`config.mk`:
```
export PLATFORM = sky130hd
export DESIGN_NAME = j_deserializer_writer
export DESIGN_NICKNAME = d
export VERILOG_FILES = /design/src/rtl/j_deserializer_writer.sv
export SDC_FILE = /design/constraint.sdc
export NUM_CORES = 1
export LEC_CHECK = 0
export ABC_AREA = 1
export CAP_MARGIN = 10
export CORE_MARGIN = 1.5
export CORE_UTILIZATION = 53
export DETAILED_ROUTE_END_ITERATION = 8
export PLACE_DENSITY = 0.77
export SETUP_SLACK_MARGIN = 0.1
export SLEW_MARGIN = 25
export SYNTH_ARGS = -nofsm -noshare
export SYNTH_HDL_FRONTEND = slang
export SYNTH_SLANG_ARGS = --single-unit
```
`constraint.sdc`:
```
create_clock -name clk -period 2.13 [get_ports clk]
set_input_delay 0.426 -clock clk [delete_from_list [all_inputs] [get_ports clk]]
set_output_delay 0.426 -clock clk [all_outputs]
set_load 0.05 [all_outputs]
```
`src/rtl/j_deserializer_writer.sv`:
```
// Receive end of the bit-serial pixel link: rebuilds LSB-first bytes from serial_in/serial_en
// and writes them as {skip, data} words to consecutive activation-SRAM addresses, one frame per start.
//
// state     | meaning
// S_IDLE    | waiting for write_start; serial strobes here flag proto_err
// S_COLLECT | assembling bytes and issuing one SRAM write per completed byte
// S_DONE    | last write (with write_done) on the outputs; returns to idle next cycle
module j_deserializer_writer #(
    parameter int SRAM_DEPTH  = 256 * 256 * 4,
    parameter int SRAM_ADDR_W = $clog2(SRAM_DEPTH)
) (
    input  logic                   clk,
    input  logic                   reset_n,
    input  logic                   write_start,
    output logic                   write_idle,
    output logic                   write_done,
    input  logic [SRAM_ADDR_W-1:0] start_addr,
    input  logic [SRAM_ADDR_W-1:0] img_width_size,
    input  logic [SRAM_ADDR_W-1:0] img_height_size,
    input  logic                   serial_in,
    input  logic                   serial_en,
    output logic                   sram_we,
    output logic [SRAM_ADDR_W-1:0] sram_addr,
    output logic [8:0]             sram_wdata,
    output logic                   proto_err
);

    typedef enum logic [1:0] {
        S_IDLE    = 2'd0,
        S_COLLECT = 2'd1,
        S_DONE    = 2'd2
    } state_t;

    localparam logic [SRAM_ADDR_W-1:0] ADDR_ONE = {{(SRAM_ADDR_W-1){1'b0}}, 1'b1};

    state_t                   state_q;
    logic                     write_idle_q;
    logic                     write_done_q;
    logic                     sram_we_q;
    logic [SRAM_ADDR_W-1:0]   sram_addr_q;
    logic [8:0]               sram_wdata_q;
    logic                     proto_err_q;
    logic [2:0]               bit_cnt_q;
    logic [7:0]               shift_q;
    logic [SRAM_ADDR_W-1:0]   w_cnt_q;
    logic [SRAM_ADDR_W-1:0]   h_cnt_q;
    logic [SRAM_ADDR_W-1:0]   width_q;
    logic [SRAM_ADDR_W-1:0]   height_q;
    logic [SRAM_ADDR_W-1:0]   pix_addr_q;
    logic [7:0]               byte_d;

    // The completing bit is merged directly so the write can issue the very next cycle.
    assign byte_d = {serial_in, shift_q[6:0]};

    always_ff @(posedge clk) begin
        if (!reset_n) begin
            state_q      <= S_IDLE;
            write_idle_q <= 1'b1;
            write_done_q <= 1'b0;
            sram_we_q    <= 1'b0;
            sram_addr_q  <= '0;
            sram_wdata_q <= '0;
            proto_err_q  <= 1'b0;
            bit_cnt_q    <= '0;
            shift_q      <= '0;
            w_cnt_q      <= '0;
            h_cnt_q      <= '0;
            width_q      <= '0;
            height_q     <= '0;
            pix_addr_q   <= '0;
        end else begin
            sram_we_q    <= 1'b0;
            write_done_q <= 1'b0;
            case (state_q)
                S_IDLE: begin
                    if (write_start) begin
                        state_q      <= S_COLLECT;
                        write_idle_q <= 1'b0;
                        pix_addr_q   <= start_addr;
                        width_q      <= img_width_size;
                        height_q     <= img_height_size;
                        bit_cnt_q    <= '0;
                        w_cnt_q      <= '0;
                        h_cnt_q      <= '0;
                        proto_err_q  <= 1'b0;
                    end else if (serial_en) begin
                        proto_err_q <= 1'b1;
                    end
                end
                S_COLLECT: begin
                    if (serial_en) begin
                        shift_q[bit_cnt_q] <= serial_in;
                        bit_cnt_q          <= bit_cnt_q + 3'd1;
                        if (bit_cnt_q == 3'd7) begin
                            sram_we_q    <= 1'b1;
                            sram_addr_q  <= pix_addr_q;
                            sram_wdata_q <= {(byte_d == 8'h00), byte_d};
                            pix_addr_q   <= pix_addr_q + ADDR_ONE;
                            if (w_cnt_q == width_q) begin
                                w_cnt_q <= '0;
                                if (h_cnt_q == height_q) begin
                                    write_done_q <= 1'b1;
                                    state_q      <= S_DONE;
                                end else begin
                                    h_cnt_q <= h_cnt_q + ADDR_ONE;
                                end
                            end else begin
                                w_cnt_q <= w_cnt_q + ADDR_ONE;
                            end
                        end
                    end
                end
                S_DONE: begin
                    if (serial_en) begin
                        proto_err_q <= 1'b1;
                    end
                    state_q      <= S_IDLE;
                    write_idle_q <= 1'b1;
                end
                default: begin
                    state_q      <= S_IDLE;
                    write_idle_q <= 1'b1;
                end
            endcase
        end
    end

    assign write_idle = write_idle_q;
    assign write_done = write_done_q;
    assign sram_we    = sram_we_q;
    assign sram_addr  = sram_addr_q;
    assign sram_wdata = sram_wdata_q;
    assign proto_err  = proto_err_q;

endmodule

```
==> reports/results.env <==
DIE_AREA_UM2=13100
SYNTH.FF_LATCH_COUNT=133
DRIVE_ABOVE_1_SHARE=0.110
SLOWEST_DELAY_PS=810
TIMING.CRITICAL_PATH.REQUIRED_PS=1700
FLOORPLAN.ROWS=40
POSTSYNTH.ASYNCRESETSHARE=0
UNREPAIRED_SETUP_ENDPOINTS_AFTER_GLOBAL_ROUTING='yes'
SYNTH_AREA_UM2=6600
CAP_VIOLATIONS=0
POST_LAYOUT_NONFILLER_INSTANCES=1232
CLOCK_SINK_COUNT=133
CRITPATHBUFINV=1
YOSYS-TOP-CELLS-AREA='sky130_fd_sc_hd__dfxtp_1 (40%), sky130_fd_sc_hd__nand2_1 (10%), sky130_fd_sc_hd__nor2_1 (9.5%)'
FIRST_GLOBAL_VIAS=6014
DETAIL_ROUTE.WIRELENGTH_UM=17300
DETAIL_ROUTE.VIAS_PER_CELL=5.31
WL_CELL_UM=14.0
H-TREE-DEPTH=4
CLOCK_PATH_BUFFERS=2
SYNTHESIS.INSTANCES=951
WORST-SETUP-PATH-TYPE='reg -> out'
CLKLATENCYLATEPIN_PS=430
GP_CONGESTION=0.879
POST-ROUTE-MIN-PERIOD_PS=2000
GRT_MAX_DEGREE=39
NUMPORTBUFFERS=89
VERTICAL_EXTENT_OF_THE_DIE_UM=115
CTS_INSERTED_BUFFERS=17
TIMING.HOLD.WORST.CLASS='in -> reg'
GROUTE.LAYER.MET2.USAGE=0.430
MAX_FREQ_GHz=0.501
GRT.OVERFLOW.TOTAL=0
FLOORPLAN.DIE.WIDTH_UM=115
FINAL_CRITICAL_PATH_SETUP_SLACK_PS=133
SYNTH-MAIN-FF-CELL='sky130_fd_sc_hd__dfxtp_1'
FINAL_CELL_MIX='sky130_fd_sc_hd__nand2_1 (178), sky130_fd_sc_hd__nor2_1 (164), sky130_fd_sc_hd__dfxtp_1 (130)'
DPL.HPWL_UM=11600
NUMBER_OF_ANTENNA_VIOLATIONS_AT_THE_FIRST_CHECK_IN_GLOBAL_ROUTING=0
SYNTH_ENABLE_FLOP_CELLS=0
WORSTPATHCELLLIST='clkdlybuf4s50_1'
SYN_AREA_PER_CELL_UM2=6.94
START_UTIL=0.547
PRE_CTS_WS_PS=-22.9
FINCLKSKEW_PS=7.48
YOSYSTOPAREACELLSHARE=0.403
HOLD_VIOL_FINAL=0
TRANSITION_TIME_OF_THE_TIGHTEST_SLEW_CHECK_PIN_PS=530
PLACED_CELLS=1195
YS_SEQ_AREA_FRAC=0.403
POWER-PER-CELL-AREA_nW_PER_UM2=786
ROUTE.ANTENNA.REMAINING_NETS=0
SYNTH.LIB_CELLS_USED.DISTINCT=42
SYNTHDOMINANTAREACELLTYPE='sky130_fd_sc_hd__dfxtp_1'
WORST-PATH-STAGES=1
CLK_PIN_SLEW_WORST_PATHS_PS=60
SLOWEST_STAGE='sky130_fd_sc_hd__clkdlybuf4s50_1'
LAYOUT_COMMONEST_CELL='sky130_fd_sc_hd__nand2_1'
BOUNDARY_PINS=90
FILL_CELLS=997
TIMING.MAX_SLEW.REL_SLACK=0.646
GRT_USE_MET1=0.347
DRT_FIRST_ITER_VIOLATIONS=475
LAYOUT.NETS=1115
MIN_DELAY_PATH_DEPTH=3
AREA_GROWTH_SYN_TO_LAYOUT_PCT=27.5
CLOCKROOTBUFFER='sky130_fd_sc_hd__clkbuf_16'
DRT_PRE_ANTENNA_ITERS=5
GRT_USE_TOTAL=0.269
POST_DP_CELL_AREA_UM2=7710
FIRST_PASS_GRT_WIRE_LENGTH_UM=28000
YS_WARN_COUNT=0
WORST-ENDPOINT-ARRIVAL_PS=1570
GR-MAX-USAGE-LAYER='met2'
NET_COUNT_SYNTH=1015
CTS_HOLD_BUFFERS=0
REPORT.FINAL.SETUP_VIOL=0
CLOCK_TREE_FROM_TRITONCTS='built'
GRT_USE_MET3=0.0773
VDD_IR_DROP_MAX_uV=520
DETAILROUTE.VIA_COUNT=6546
POST-ROUTE-DRC-COUNT=0
CORE_REGION_AREA_UM2=12100
CP-START-KIND='register'
FINALMAXSLEWVIOLATIONS=0
OUTCOME='finished, final reports clean'
CRIT_FAMILY='buffers and inverters'
PATH_MAX_FANOUT=2
STATIC-LEAKAGE-POWER_nW=3.57
NON_FILLER_CELL_AREA_FINAL_UM2=8410
DIODES=0
TIMING.FINAL.CRIT_SHARE=0.938
CRITPATHCAPTURETYPE='output pin'
TIMING.REG2REG.WORST_PATH_DEPTH=9
layer usage:
metal | part of all wire | wire length, um
met4 | 0.014 | 246
met3 | 0.078 | 1350
met5 | 0 | 0
met1 | 0.45 | 7730
met2 | 0.46 | 7940
area by class of cell:
cell class | count | area [um^2] | share of cell area
clock buffers | 20 | 467 | 0.0555
flip-flops and latches | 133 | 2670 | 0.317
well taps | 168 | 210 | 0.0250
clock inverters | 12 | 151 | 0.0180
inverters | 94 | 353 | 0.0419
multi-input cells | 681 | 3380 | 0.402
repair buffers | 124 | 1180 | 0.141
where the power goes:
part | switching (mW) | internal [mW] | total [mW]
clock network | 1.11 | 1.93 | 3.04
logic | 0.503 | 0.355 | 0.859
registers | 0.104 | 2.61 | 2.71
total | 1.72 | 4.89 | 6.61
registers in the layout, summed over array words and instances (netlist names):
register	cells
sram_we	1
state_q	2
write_idle	1
sram_addr	18
shift_q	7
sram_wdata	9
pix_addr_q	18
w_cnt_q	18
h_cnt_q	18
height_q	18
bit_cnt_q	3
write_done	1
proto_err	1
width_q	18
Yosys cell counts, types with 2 or more instances:
cell type / count
sky130_fd_sc_hd__a211oi_1: 5
sky130_fd_sc_hd__inv_2: 14
sky130_fd_sc_hd__nand2_1: 178
sky130_fd_sc_hd__a21oi_1: 61
sky130_fd_sc_hd__nand3b_1: 2
sky130_fd_sc_hd__dfxtp_1: 133
sky130_fd_sc_hd__nand3_1: 35
sky130_fd_sc_hd__nor4_1: 6
sky130_fd_sc_hd__xor2_1: 18
sky130_fd_sc_hd__inv_1: 80
sky130_fd_sc_hd__o21ai_1: 2
sky130_fd_sc_hd__nor3_2: 4
sky130_fd_sc_hd__nand2_2: 7
sky130_fd_sc_hd__buf_6: 3
sky130_fd_sc_hd__buf_2: 8
sky130_fd_sc_hd__nor2_2: 4
sky130_fd_sc_hd__nor2_4: 2
sky130_fd_sc_hd__buf_4: 7
sky130_fd_sc_hd__o21ai_0: 95
sky130_fd_sc_hd__a221oi_1: 4
sky130_fd_sc_hd__a31oi_1: 5
sky130_fd_sc_hd__o211ai_1: 6
sky130_fd_sc_hd__nor3b_1: 5
sky130_fd_sc_hd__nor2_1: 167
sky130_fd_sc_hd__xnor2_1: 12
sky130_fd_sc_hd__or2_2: 4
sky130_fd_sc_hd__nand4_1: 22
sky130_fd_sc_hd__o22ai_1: 2
sky130_fd_sc_hd__ha_1: 5
sky130_fd_sc_hd__nand3_2: 2
sky130_fd_sc_hd__clkbuf_1: 24
sky130_fd_sc_hd__nor3_1: 19
stage by stage:
step / util / hold slack, ps / total power, mW / setup TNS, ps
after floorplan: - / 436 / 3.30 / 0
after global placement: 0.639 / 455 / 3.57 / 0
after detailed placement: 0.639 / 459 / 3.59 / -22.9
after CTS: 0.690 / 314 / 6.63 / 0
after global routing: 0.698 / 367 / 6.88 / 0
final: 0.698 / 330 / 6.61 / 0
timing repair:
action	in CTS	in global routing
pin swaps	0	2
setup buffers	0	4
gates resized for setup	4	22
cloned	0	1
setup endpoints to repair	4	51
cell families (layout without fill, tap and decap cells):
logic type	Yosys count	in the layout	synth area share
AOI/OAI and AO/OA	183	183	0.149
xor gates and xnor gates	30	30	0.0398
adders and majority gates	5	5	0.00948
buffers and inverters	138	250	0.0891
DFF	133	133	0.403
and+or+nand+nor	462	463	0.309
final timing paths:
kind | start | to | slack (ps)
setup / recovery | sram_wdata[3] | sram_wdata[3] | 130
hold / removal | reset_n | width_q[1] | 330
setup reg to reg | pix_addr_q[1] | pix_addr_q[12] | 220
hold reg to reg | height_q[16] | height_q[16] | 470
tightest hold or removal path, cell delays in order:
cell	delay (ps)
sky130_fd_sc_hd__buf_2	150
sky130_fd_sc_hd__o21ai_0	90
sky130_fd_sc_hd__nor2_1	40
Note: power is estimated with default switching activity, not from simulation.
